<file path="src/rtl/gray_stream_monitor.sv">
`default_nettype none
// ============================================================================
// Module      : gray_stream_monitor
// Description : Decodes a Gray-coded sample stream to binary, classifies each
//               step against the previous sample, counts illegal steps.
// Revision    : 1.0
// ============================================================================
module gray_stream_monitor #(
    parameter int N     = 8,
    parameter int ERR_W = 8
) (
    input  logic             clk,
    input  logic             reset,
    input  logic [N-1:0]     gray_in,
    input  logic             gray_valid,
    input  logic             resync,
    input  logic             clear_err,
    output logic [N-1:0]     binary_out,
    output logic             binary_valid,
    output logic             step_up,
    output logic             step_down,
    output logic             step_hold,
    output logic             step_err,
    output logic             tracking,
    output logic [ERR_W-1:0] err_count
);

    typedef enum logic [0:0] {
        EMPTY = 1'b0,
        TRACK = 1'b1
    } state_t;

    localparam logic [ERR_W-1:0] ERR_MAX = '1;

    state_t         state;
    logic [N-1:0]   prev_bin;
    logic [N-1:0]   dec_bin;
    logic [N-1:0]   prev_plus;
    logic [N-1:0]   prev_minus;
    logic           is_hold;
    logic           is_up;
    logic           is_down;
    logic           classify;
    logic           err_event;

    // Each binary bit is the parity of all Gray bits at or above it.
    for (genvar i = 0; i < N; i++) begin : g_dec
        assign dec_bin[i] = ^gray_in[N-1:i];
    end

    assign prev_plus  = prev_bin + N'(1);
    assign prev_minus = prev_bin - N'(1);
    assign is_hold    = (dec_bin == prev_bin);
    assign is_up      = (dec_bin == prev_plus);
    assign is_down    = (dec_bin == prev_minus);

    // A resync sample is treated as the first one, so it is never classified.
    assign classify   = gray_valid && (state == TRACK) && !resync;
    assign err_event  = classify && !is_hold && !is_up && !is_down;

    assign tracking   = (state == TRACK);

    always_ff @(posedge clk) begin
        if (reset) begin
            state        <= EMPTY;
            prev_bin     <= '0;
            binary_out   <= '0;
            binary_valid <= 1'b0;
            step_up      <= 1'b0;
            step_down    <= 1'b0;
            step_hold    <= 1'b0;
            step_err     <= 1'b0;
            err_count    <= '0;
        end else begin
            binary_valid <= gray_valid;
            step_hold    <= classify && is_hold;
            step_up      <= classify && !is_hold && is_up;
            step_down    <= classify && !is_hold && !is_up && is_down;
            step_err     <= err_event;

            if (gray_valid) begin
                binary_out <= dec_bin;
                prev_bin   <= dec_bin;
                state      <= TRACK;
            end else if (resync) begin
                state      <= EMPTY;
            end

            if (clear_err) begin
                err_count <= err_event ? ERR_W'(1) : '0;
            end else if (err_event && (err_count != ERR_MAX)) begin
                err_count <= err_count + ERR_W'(1);
            end
        end
    end

endmodule
`default_nettype wire

</file>
<file path="config.mk">
export PLATFORM = sky130hd
export DESIGN_NAME = gray_stream_monitor
export DESIGN_NICKNAME = d
export VERILOG_FILES = /design/src/rtl/gray_stream_monitor.sv
export SDC_FILE = /design/constraint.sdc
export NUM_CORES = 1
export LEC_CHECK = 0
export ABC_AREA = 1
export CORE_ASPECT_RATIO = 0.9
export CORE_MARGIN = 1
export CORE_UTILIZATION = 40
export DETAILED_ROUTE_END_ITERATION = 6
export PLACE_DENSITY = 0.65
export SLEW_MARGIN = 25
export SYNTH_ARGS = -nofsm -noshare
export SYNTH_HDL_FRONTEND = slang
export SYNTH_SLANG_ARGS = --single-unit
</file>
<file path="constraint.sdc">
create_clock -name clk -period 6.06 [get_ports clk]
set_input_delay 0.909 -clock clk [delete_from_list [all_inputs] [get_ports clk]]
set_output_delay 0.909 -clock clk [all_outputs]
set_load 0.005 [all_outputs]
</file>
==> summary.txt, run 1 <==
Status
  – Status: complete, no violations

Layout
  – Share of layout cells above drive strength 1: 0.140
  – Storage cell area: 440 sq um
  – Antenna Cells: 0
  – Final Net Count: a little over 400
  – Final cell utilization of the core: 0.518
  – Fillcell total: approximately 530
  – Most common cell after layout, fill and taps aside: nand2_1
  – Area growth, synth to finish: 21.1%
  – Commonest non-fill, non-tap cells in the layout: 119 x nand2_1, 49 x inv_1, 38 x nand3_1, 34 x clkdlybuf4s50_1, 31 x nor2_1
  – Multi-input gate area: between 1000 and 1500 sq um

Worst setup path
  – Slowest CP cell: clkdlybuf4s50_1
  – Critical path's most frequent cell: nand2_1
  – Worst path bufs/invs: 2
  – FF-to-FF setup slack: 3500 ps
  – Crit-path max cell delay: approximately 600 ps
  – Crit Reg-Reg Endpoint: err_count[0]
  – Worst EP arrival: slightly below 3000 ps
  – CP Launch Type: input pin
  – Crit. Startpoint: gray_in[5]
  – Setup CP Type: input pin to register
  – Worst-path maximum fanout: 9
  – Critical R2R Launch: binary_out[1]
  – CP Capture Point: err_count[0]
  – Worst reg2reg path depth: 15
  – Crit path depth: 16
  – Setup crit end kind: register
  – Crit path max-delay family: simple AND/OR/NAND/NOR gates
  – Crit-path cells: clkdlybuf4s50_1 > inv_2 > nand2_2 > nand2_2 > nand2_4 > nand3_2 > nand2_1 > nand2_1 > nand2_1 > nand2_1 > nor2_2 > nand2_4 > nand4_4 > nand2_2 > nand2_1 > a21oi_2
  – Data required, critical path: between 6000 and 7000 ps

Yosys
  – Yosys top cell area share: 0.211
  – Main combinational cell family by area after synthesis: simple AND/OR/NAND/NOR gates
  – Most used DFF post-synth: dfxtp_1
  – Yosys reg bits: 22
  – Post-Synth Adder-Cell Area: 0.0177
  – FFs w/ async S/R, synth: 0
  – Complex-gate fraction of the synthesized area: 0.0614
  – Post-synthesis simple-gate area fraction: 0.558
  – Mapped Area: 2120 sq um
  – Mux cell area share after synthesis: 0
  – EDFF count, synth: 0
  – Top post-synthesis cells by area: nand2_1 21%, dfxtp_1 21%, nand3_1 9.0%, inv_1 8.7%, nand2_2 7.1%
  – Synthesized area per cell: 5.87 sq um
  – Post-synthesis cell type count: 28
  – Syn_nets: 377
  – Post-Syn Instances: 361
  – Post-Synth XOR/XNOR Area: 0.0496
  – Yosys Warn Count: 0
  – Leading area contributor after synthesis: nand2_1
  – Post-synthesis sequential area ratio: 0.208

Timing
  – Slew HR: 0.538
  – Slack of the critical path: about 3300 ps
  – Worst-margin pin slew: roughly 700 ps
  – Fin Clk Skew: a little over 7 ps
  – Final min period: 2790 ps
  – Setup_tns: 0 ps
  – Final Hold Viols: 0
  – Fin crit share: 0.461
  – Setup-failing EPs final: 0
  – RSZ-0062 raised after global routing: no
  – Max Fclk: about 0.36 GHz
  – Fin. max-slew vios: 0

Clocking
  – Count of clock tree sinks: 22
  – TritonCTS clock tree: built
  – Root Buffer: clkbuf_8
  – Hold buffer count at cts: 0
  – Clock-pin transition on the worst setup and hold timing paths: ~80 ps
  – H-tree depth: 1
  – Setup repair bufs after CTS: 0
  – Post-CTS Resized: 0
  – CTS buffer count: 3
  – Worst skew pair latency: about 260 ps
  – Clock tree buffer depth: 2

GRT
  – Vias in the first global route: roughly 1900
  – Global-route wire length before repair: between 8 and 9 mm
  – Largest net degree at the start of global routing: 18
  – Initial antenna violation count: 0
  – GRT Residual Overflow: 0
  – Overall routing resource usage: 0.197

Power and ir drop
  – Static Leakage: about 1.3 nW
  – P per Cell Area: ~170 nW/um^2
  – Psw: ~0.00016 W
  – Clock network power share: 0.237
  – Net Sw Frac: 0.373
  – Tot Pwr: between 0.0004 and 0.0005 W
  – Max VDD drop: about 0.13 mV
  – Power share of the combinational group: 0.396
  – Int Power: around 0.00028 W
  – Seq pwr share: 0.367

Die
  – IO Count: 35
  – Site Rows: 24
  – Initial Utilization: 0.428
  – Die width: 78.7 um
  – Height of the die: around 71 um
  – Die Area: approximately 5600 sq um
  – Total core area: between 4000 and 5000 sq um

Routing
  – # DRC: 0
  – Via count: between 2000 and 2500
  – Routed WL: about 5.1 mm
  – Initial DRC count: 100
  – Antenna-violating nets left: 0
  – Via-to-Cell Ratio: 4.85
  – Wire per inst: approximately 11 um
  – Drt first pass iters: 4

Run
  – Max-cap violations: 0

Placed design
  – Routability cong.: between 0.9 and 1
  – Port Buffer Count: 34
  – Pre-CTS setup slack: 2980 ps
  – DP Wirelength: between 4 and 5 mm

Hold path
  – Worst Hold Class: register to register
==> Yosys cell counts (3+ instances only) <==
library cell  instances
nand2_2              24
nor2_1               31
inv_2                 3
nand2_4               9
nand2_1             119
ha_1                  3
nand3_1              38
inv_1                49
nor3_1                4
xor2_1               10
dfxtp_1              22
nand3_2               4
nand3b_1              3
nor2_2                5
o21ai_0               9
a21oi_1              12
==> per-stage QoR <==
| step | instance area, sq um | hold WS (ps) | cells |
|---|---|---|---|
| 2_1_floorplan | 2120 | 491 | 361 |
| 3_3_place_gp | 2510 | 509 | 455 |
| 3_5_place_dp | 2510 | 505 | 455 |
| 4_1_cts | 2570 | 518 | 459 |
| 5_1_grt | 2570 | 543 | 459 |
| 6_report | 2570 | 513 | 459 |
==> power by group through the flow <==
stage | logic, W | clock network, W | registers (W)
6_report | 0.000174 | 0.000104 | 0.000161
5_1_grt | 0.000197 | 0.000115 | 0.000163
4_1_cts | 0.000174 | 0.000109 | 0.000161
3_5_place_dp | 0.000174 | 0 | 0.000164
3_3_place_gp | 0.000172 | 0 | 0.000164
2_1_floorplan | 0.000129 | 0 | 0.000160
==> layout make-up <==
cell class                      instances  area share
Clock buffer                            4      0.0214
Inverter                               52      0.0760
Multi-Input combinational cell        282       0.567
Sequential cell                        22       0.172
Tap cell                               65      0.0317
Timing Repair Buffer                   34       0.133
==> metal layers <==
metal,up-vias,share of wire,GRT usage
met5,-,0,0
met4,0,0.0082,0.0453
met3,5,0.058,0.0387
met2,60,0.41,0.292
met1,980,0.52,0.290
li1,1183,-,-
==> worst reg2reg max path, stage by stage (launching register included) <==
cell,delay (ps)
dfxtp_1,380
inv_1,170
ha_1,240
inv_1,80
nor3_1,370
nand2_1,140
inv_1,80
nand2_1,50
nand2_1,50
nand2_1,50
nor2_1,230
nand4_2,180
nand4_4,180
nand2_2,90
nand2_1,80
a21oi_2,50
==> worst min path at each step <==
stage | startpoint | slack (ps) | depth (start not counted) | end
floorplan | err_count[1] | 490 | 2 | err_count[1]
global placement | err_count[1] | 510 | 2 | err_count[1]
detailed placement | binary_out[7] | 500 | 2 | binary_out[7]
CTS | err_count[1] | 520 | 2 | err_count[1]
global route | err_count[1] | 540 | 2 | err_count[1]
finish | err_count[1] | 510 | 2 | err_count[1]
==> sequential cells by signal, summed over array words and instances, names as in the netlist <==
signal        flops
tracking          1
binary_valid      1
step_hold         1
step_up           1
step_down         1
step_err          1
err_count         8
binary_out        8
==> kinds of logic (layout without fill, tap and decap cells) <==
logic type,after synthesis,in the layout
AOI/OAI and AO/OA,24,24
xor gates and xnor gates,12,12
adders and majority gates,3,3
buffers and inverters,57,90
DFF,22,22
and+or+nand+nor,243,243
Power figures use the tool's default switching activity.
==> inputs of run 2 (changes only) <==
Clock period 6.06 ns to 2.9 ns, I/O delays scaled along.
==> run 2 against run 1 <==
Sequential power grew 110%. Via count is 1.7% lower. First-iteration DRC count is 9.0% lower. Clock-buffer cell count down 1. Wire length rose by 0.58%. Non-clock buffer count rose by 1. Sequential cell count unchanged. Total power rose by 130%. Sequential share of layout area shrank 0.16 points. Cell count up 0.22%.
==> summary.txt, run 2 (synthesized netlist as in run 1, its figures left out) <==
Timing
  – Slack of the critical path: roughly 360 ps
  – Setup-failing EPs final: 0
  – Final Hold Viols: 0
  – Worst-margin pin slew: approximately 660 ps
  – Fin. max-slew vios: 0
  – Max Fclk: roughly 0.4 GHz
  – Setup_tns: 0 ps
  – Final min period: 2540 ps
  – Fin crit share: 0.875
  – Fin Clk Skew: about 5.7 ps
  – RSZ-0062 raised after global routing: no
  – Slew HR: 0.557

Run
  – Max-cap violations: 0

Routing
  – Drt first pass iters: 4
  – Via-to-Cell Ratio: roughly 4.8
  – Antenna-violating nets left: 0
  – Wire per inst: roughly 11 um
  – Via count: about 2200
  – Initial DRC count: 91
  – Routed WL: 5.17 mm
  – # DRC: 0

GRT
  – Overall routing resource usage: 0.199
  – Global-route wire length before repair: approximately 8.8 mm
  – Largest net degree at the start of global routing: 17
  – GRT Residual Overflow: 0
  – Vias in the first global route: roughly 1900
  – Initial antenna violation count: 0

Clocking
  – Hold buffer count at cts: 0
  – Setup repair bufs after CTS: 0
  – Root Buffer: clkbuf_8
  – Post-CTS Resized: 0
  – H-tree depth: 1
  – Clock tree buffer depth: 2
  – Worst skew pair latency: about 270 ps
  – Count of clock tree sinks: 22
  – Clock-pin transition on the worst setup and hold timing paths: 80 ps
  – TritonCTS clock tree: built
  – CTS buffer count: 3

Status
  – Status: complete, no violations

Layout
  – Area growth, synth to finish: 22.3%
  – Share of layout cells above drive strength 1: 0.142
  – Most common cell after layout, fill and taps aside: nand2_1
  – Final cell utilization of the core: 0.523
  – Post-route insts no fill: 460
  – Final Net Count: 412
  – Top Registers: binary_out (8), err_count (8)
  – Post-route cell area: between 2000 and 3000 sq um
  – Commonest non-fill, non-tap cells in the layout: 119 x nand2_1, 49 x inv_1, 38 x nand3_1, 34 x clkdlybuf4s50_1, 31 x nor2_1
  – Antenna Cells: 0

Worst setup path
  – Setup crit end kind: register
  – Worst reg2reg path depth: 15
  – Data required, critical path: slightly above 3000 ps
  – CP Launch Type: register
  – FF-to-FF setup slack: 360 ps
  – Setup CP Type: register to register
  – Worst-path maximum fanout: 9
  – Slowest CP cell: dfxtp_1
  – Crit-path max cell delay: a little under 400 ps
  – Crit-path cells: inv_1 > ha_1 > inv_1 > nor3_1 > nand2_1 > inv_1 > nand2_1 > nand2_1 > nand2_1 > nor2_1 > nand4_2 > nand4_4 > nand2_2 > nand2_1 > a21oi_2
  – Critical path's most frequent cell: nand2_1
  – Worst EP arrival: between 2000 and 3000 ps

Die
  – Initial Utilization: 0.428
  – Die Area: about 5600 sq um
  – IO Count: 35
  – Site Rows: 24
  – Height of the die: just over 70 um
  – Die width: 78.7 um
  – Total core area: 4950 sq um

Placed design
  – Placed cells: ~460
  – Routability cong.: ~0.90
  – Placed inst area: around 2500 sq um
  – DP Wirelength: 4.23 mm
  – Port Buffer Count: 34
  – Pre-CTS setup slack: ~290 ps

Power and ir drop
  – Clock network power share: 0.292
  – Static Leakage: approximately 1.3 nW
  – Net Sw Frac: 0.353
  – Seq pwr share: 0.340
  – Power share of the combinational group: 0.368
  – Int Power: 0.000640 W
  – P per Cell Area: between 300 and 400 nW/um^2
  – Max VDD drop: 0.216 mV
  – Psw: about 0.00035 W

Hold path
  – Hold Path Stages: 2
  – Worst Hold Class: register to register
==> run 2: changes by cell type in the layout (fill, tap and decap cells not counted), sizes merged <==
cell    before  now
buf          0    1
bufinv       0    1
clkbuf       4    3
==> run 2: layer usage <==
metal	GRT usage	wire [um]	vias up
li1	-	-	1184
met1	0.301	2740	953
met2	0.277	2050	45
met3	0.0490	316	9
met4	0.0473	63	0
met5	0	0	-
==> run 2: stage by stage <==
stage	total power, W	hold slack [ps]
floorplan	0.000604	491
global placement	0.000704	506
detailed placement	0.000707	502
CTS	0.000999	513
global route	0.00106	523
finish	0.000990	510
==> run 2: layout make-up <==
cell class	instances	area (sq um)
fill	516	2360
multi-input combinational	282	1460
sequential	22	440
timing repair buffer	35	348
inverter	52	195
tap	65	81.3
clock buffer	3	41.3
clock inverter	1	30.0
==> run 2: path summary, 6_finish.rpt <==
check | from | endpoint
worst max-delay path | binary_out[1] | err_count[7]
worst min-delay path | binary_out[7] | binary_out[7]
worst max register to register | binary_out[1] | err_count[7]
worst min register to register | binary_out[7] | binary_out[7]
==> run 2: power groups by stage <==
stage	Combinational (W)	Clock, W	Sequential [W]
2_1_floorplan	0.000269	0	0.000335
3_3_place_gp	0.000361	0	0.000343
3_5_place_dp	0.000363	0	0.000343
4_1_cts	0.000365	0.000298	0.000336
5_1_grt	0.000416	0.000308	0.000339
6_report	0.000364	0.000289	0.000336
==> run 2: critical path, delay by kind of cell (launching register included) <==
kind / cells / cell delay, ps
AND/OR/NAND/NOR: 10 / 1390
flip-flops: 1 / 390
buffers and inverters: 3 / 320
adder cells (fa/ha/maj): 1 / 240
AO/OA/AOI/OAI: 1 / 50
